===== src/rtl/perf_report_sequencer.sv =====
`default_nettype none
// ============================================================================
// perf_report_sequencer : periodically snapshots six 8-bit counters and sends
// them as an 8-byte UART frame (header, six values, XOR checksum).
// Revision 1.0
// ============================================================================
module perf_report_sequencer #(
    parameter int         PERIOD = 60000,
    parameter logic [7:0] HEADER = 8'hA5
) (
    input  logic       clk,
    input  logic       rstn,
    input  logic       enable_i,
    input  logic [7:0] val0_i,
    input  logic [7:0] val1_i,
    input  logic [7:0] val2_i,
    input  logic [7:0] val3_i,
    input  logic [7:0] val4_i,
    input  logic [7:0] val5_i,
    output logic       snap_o,
    input  logic       tx_busy_i,
    output logic       tx_start_o,
    output logic [7:0] tx_data_o,
    output logic       frame_busy_o,
    output logic       overrun_o
);

    localparam int            c_cw   = (PERIOD > 2) ? $clog2(PERIOD) : 1;
    localparam logic [c_cw-1:0] c_last = c_cw'(PERIOD - 1);

    typedef enum logic [2:0] {
        S_IDLE      = 3'd0,
        S_SNAP      = 3'd1,
        S_CAPTURE   = 3'd2,
        S_LOAD      = 3'd3,
        S_START     = 3'd4,
        S_WAIT_ACK  = 3'd5,
        S_WAIT_DONE = 3'd6
    } state_t;

    state_t          r_state;
    state_t          w_next;
    logic [c_cw-1:0] r_cnt;
    logic            w_tick;
    logic [2:0]      r_idx;
    logic [7:0]      r_val [6];
    logic [7:0]      r_chk;
    logic [7:0]      r_tx_data;
    logic            r_overrun;
    logic [7:0]      w_byte;

    assign w_tick = enable_i && (r_cnt == c_last);

    always_ff @(posedge clk) begin
        if (!rstn || !enable_i) begin
            r_cnt <= '0;
        end else if (r_cnt == c_last) begin
            r_cnt <= '0;
        end else begin
            r_cnt <= r_cnt + 1'b1;
        end
    end

    always_ff @(posedge clk) begin
        if (!rstn) begin
            r_state <= S_IDLE;
        end else begin
            r_state <= w_next;
        end
    end

    always_comb begin
        w_next     = r_state;
        snap_o     = 1'b0;
        tx_start_o = 1'b0;
        case (r_state)
            S_IDLE:      if (w_tick) w_next = S_SNAP;
            S_SNAP: begin
                snap_o = 1'b1;
                w_next = S_CAPTURE;
            end
            S_CAPTURE:   w_next = S_LOAD;
            S_LOAD:      w_next = S_START;
            S_START: begin
                // Start is gated combinationally by busy so it can never overlap a byte.
                if (!tx_busy_i) begin
                    tx_start_o = 1'b1;
                    w_next     = S_WAIT_ACK;
                end
            end
            S_WAIT_ACK:  if (tx_busy_i) w_next = S_WAIT_DONE;
            S_WAIT_DONE: begin
                if (!tx_busy_i) begin
                    w_next = (r_idx == 3'd7) ? S_IDLE : S_LOAD;
                end
            end
            default:     w_next = S_IDLE;
        endcase
    end

    always_comb begin
        case (r_idx)
            3'd0:    w_byte = HEADER;
            3'd7:    w_byte = r_chk;
            default: w_byte = r_val[r_idx - 3'd1];
        endcase
    end

    always_ff @(posedge clk) begin
        if (!rstn) begin
            r_idx     <= 3'd0;
            r_chk     <= 8'h00;
            r_tx_data <= 8'h00;
            r_overrun <= 1'b0;
            for (int i = 0; i < 6; i++) begin
                r_val[i] <= 8'h00;
            end
        end else begin
            // Any tick that cannot open a frame is lost, including one coinciding with the last byte.
            if (w_tick && (r_state != S_IDLE)) begin
                r_overrun <= 1'b1;
            end
            case (r_state)
                S_CAPTURE: begin
                    r_val[0] <= val0_i;
                    r_val[1] <= val1_i;
                    r_val[2] <= val2_i;
                    r_val[3] <= val3_i;
                    r_val[4] <= val4_i;
                    r_val[5] <= val5_i;
                    r_chk    <= val0_i ^ val1_i ^ val2_i ^ val3_i ^ val4_i ^ val5_i;
                    r_idx    <= 3'd0;
                end
                S_LOAD:      r_tx_data <= w_byte;
                S_WAIT_DONE: if (!tx_busy_i && (r_idx != 3'd7)) r_idx <= r_idx + 3'd1;
                default:     ;
            endcase
        end
    end

    assign tx_data_o    = r_tx_data;
    assign frame_busy_o = (r_state != S_IDLE);
    assign overrun_o    = r_overrun;

endmodule
`default_nettype wire


===== config.mk =====
export PLATFORM = sky130hd
export DESIGN_NAME = perf_report_sequencer
export DESIGN_NICKNAME = d
export VERILOG_FILES = /design/src/rtl/perf_report_sequencer.sv
export SDC_FILE = /design/constraint.sdc
export NUM_CORES = 1
export LEC_CHECK = 0
export BUFFER_PORTS_ARGS = -buffer_cell sky130_fd_sc_hd__buf_2
export CORE_MARGIN = 2
export CORE_UTILIZATION = 45
export DETAILED_ROUTE_END_ITERATION = 7
export PLACE_DENSITY = 0.71
export SETUP_SLACK_MARGIN = 0.05
export SYNTH_ARGS = -nofsm -noshare
export SYNTH_HDL_FRONTEND = slang
export SYNTH_SLANG_ARGS = --single-unit

===== constraint.sdc =====
create_clock -name clk -period 5.9 [get_ports clk]
set_clock_uncertainty 0.15 [all_clocks]
set_input_delay 0.59 -clock clk [delete_from_list [all_inputs] [get_ports clk]]
set_output_delay 0.59 -clock clk [all_outputs]
set_load 0.01 [all_outputs]

==> run summary <==
Status = completed
Row cnt = 35
Top post-synthesis cells by area = edfxtp_1 34%, dfxtp_1 19%, xnor2_1 8.9%
Hold_buf cts = 0
CTS tree = yes
CP Buf/Inv Count = 1
Fin nets = 488
I/O Pins = 64
WL per Instance = 13.8 um
TritonCTS buffer count = 9
Antenna violations before repair = 0
Post-synthesis cell count = 370
Die width = 101 um
DR vias = 2767
Final TNS setup = 0 ps
Netlist Area Pre-Place = 4210 um^2
Pwr Total = 1.10 mW
Met1 WL = 3.51 mm
Drc violations = 0
Worst Max-Slew Pin Slew = 1000 ps
Final hold vios = 0
CTS resizes = 0
Post-synth EDFFs = 48
Detailed Route WL = 7.54 mm
Pins Over Slew Limit = 0
Clk buf depth = 2
Clock Latency Late Sink = 350 ps
Worst r2r dst = tx_data_o[4]
DP Wirelength = 5.42 mm
Total track usage = 15.7%
Worst vdd ir = 105 uV
Antenna Violating Nets Remaining = 0
Min-Delay Path Class = reg2reg
CP Class = reg2reg
Yosys synthesis warning count = 0
Clk pin slew, worst setup/hold paths = 90 ps
Top Metal Used = met4
Pin count of the biggest net entering global routing = 57
Most common library cells after synthesis = 48 x and2_1, 48 x edfxtp_1, 43 x xnor2_1
Area of the core = 9150 um^2
Leak pwr = 1.80 nW
CP Data Required Time = 6030 ps
Metal3 WL = 302 um
Max-cap viol count = 0
CTS H-tree lvls = 3
Final instance area = 4780 um^2
Tmin final = 2830 ps
Slew Limit Headroom = 33.2%
Total Die Area = 10100 um^2
Final GP Congestion = 0.811
Final Non-Filler Cells = 547
Die Y-Extent = 101 um
Hold_sp = r_chk[7]
R2R depth = 6
Hold-critical path depth = 1
DP Area = 4610 um^2
Slowest cell on the critical path = dfxtp_1
Worst Setup Start Kind = register
PortBufs = 63
Post-CTS setup buffer count = 0
Global-route wire length before repair = 12.4 mm
Root Buffer = clkbuf_8
Crit end category = register
CP cell instances = inv_1, ha_1, or3_1, o21ai_1, nand2_1, a41oi_1
N_diodes = 0
Final setup viols = 0
Avg Vias per Cell = 5.06
Initial Utilization = 46.0%
R2R Setup Slk = 3070 ps
#FFs+latches synth = 87
Grt ovf = 0
Synth Area per Inst = 11.4 um^2
WHS Endpoint = r_chk[7]
Synth unique cells = 40
Data arrival, critical path = 2960 ps
RSZ-0062 raised after global routing = no
Critical path's top delay family = flip-flops
Max Fclk = 353 MHz
Placed insts = 531
PD cells = 230 nW/um^2
Clock sinks = 87
CP max stage delay = 990 ps
Drt initial violations = 146
Period utilisation layout = 48.0%
WL met2 = 3.67 mm
Layout cell share with drive strength beyond 1 = 22.9%
First-pass DRT Iterations = 4
Reg2Reg Launch Point = r_idx[0]
Crit path depth = 6
Synth Flop Type = edfxtp_1
Vias in the first global route = 2679
Area delta synth->final = 13.6%
CP Max Fanout = 19
Largest area contributor in the netlist = edfxtp_1
Synth top area share = 34.2%
Sequential cell area fraction in the yosys report = 52.8%
Mapped Nets = 427
Asr flop ratio synth = 0%
-- layout by cell type, fill, tap and decap left out, drive strengths merged, types with 9 or more instances in the layout --
| master | count |
|---|---|
| buf | 65 |
| a22o | 9 |
| and2 | 48 |
| edfxtp | 48 |
| inv | 10 |
| o21ai | 13 |
| xnor2 | 43 |
| xor2 | 11 |
| nor2 | 22 |
| dfxtp | 39 |
| nand2 | 28 |
| clkbuf | 10 |
-- how the worst max path moves through the flow --
stage          slack (ps)  startpoint      endpoint
3_3_place_gp         2990        rstn   r_val[3][6]
6_report             3070    r_idx[0]  tx_data_o[4]
3_5_place_dp         2860        rstn   r_val[5][4]
4_1_cts              3040    r_idx[0]  tx_data_o[4]
2_1_floorplan        3580        rstn   r_val[0][0]
5_1_grt              2770    r_idx[0]  tx_data_o[1]
-- layer usage --
layer | vias to the layer above | global-route usage, %
li1 | 1421 | -
met1 | 1278 | 21.0
met2 | 64 | 25.5
met3 | 4 | 2.77
met4 | 0 | 5.80
met5 | - | 0
-- through the flow --
stage	util (%)	hold slack, ps	worst slack [ps]
floorplan	-	299	3580
global placement	50.4	313	2990
detailed placement	50.4	316	2860
CTS	52.3	341	3040
global route	52.3	364	2770
finish	52.3	337	3070
-- layout make-up --
type | count | area, um^2
clock buffer | 10 | 128
timing repair buffer | 65 | 330
multi-input combinational | 258 | 1880
tap | 111 | 139
fill | 812 | 4370
sequential | 87 | 2220
clock inverter | 6 | 46.3
inverter | 10 | 37.5
-- power breakdown --
| part | internal [mW] | leakage, nW | switching [mW] |
|---|---|---|---|
| sequential | 0.645 | 0.830 | 0.00307 |
| combinational | 0.0443 | 0.889 | 0.0446 |
| clock | 0.155 | 0.0843 | 0.208 |
-- state kept, by name, indices dropped and copies added, names as in the netlist --
name / flops
r_val: 48
r_cnt: 16
r_chk: 8
tx_data_o: 8
r_idx: 3
r_state: 3
overrun_o: 1
-- worst register-to-register path, delay by kind of cell (launching register included) --
kind                       cells  cell delay [ps]
buffers and inverters          1              220
and+or+nand+nor                2              490
adders and majority gates      1              310
DFF                            1              990
AOI/OAI and AO/OA              2              620
-- logic make-up after synthesis --
family | share of synthesized area, %
and+or+nand+nor | 18.0
AOI/OAI and AO/OA | 7.28
DFF | 52.8
buffers and inverters | 2.58
xor gates and xnor gates | 11.2
adders and majority gates | 1.49
muxes | 6.65
No activity file was read; power rests on OpenSTA's default activity.
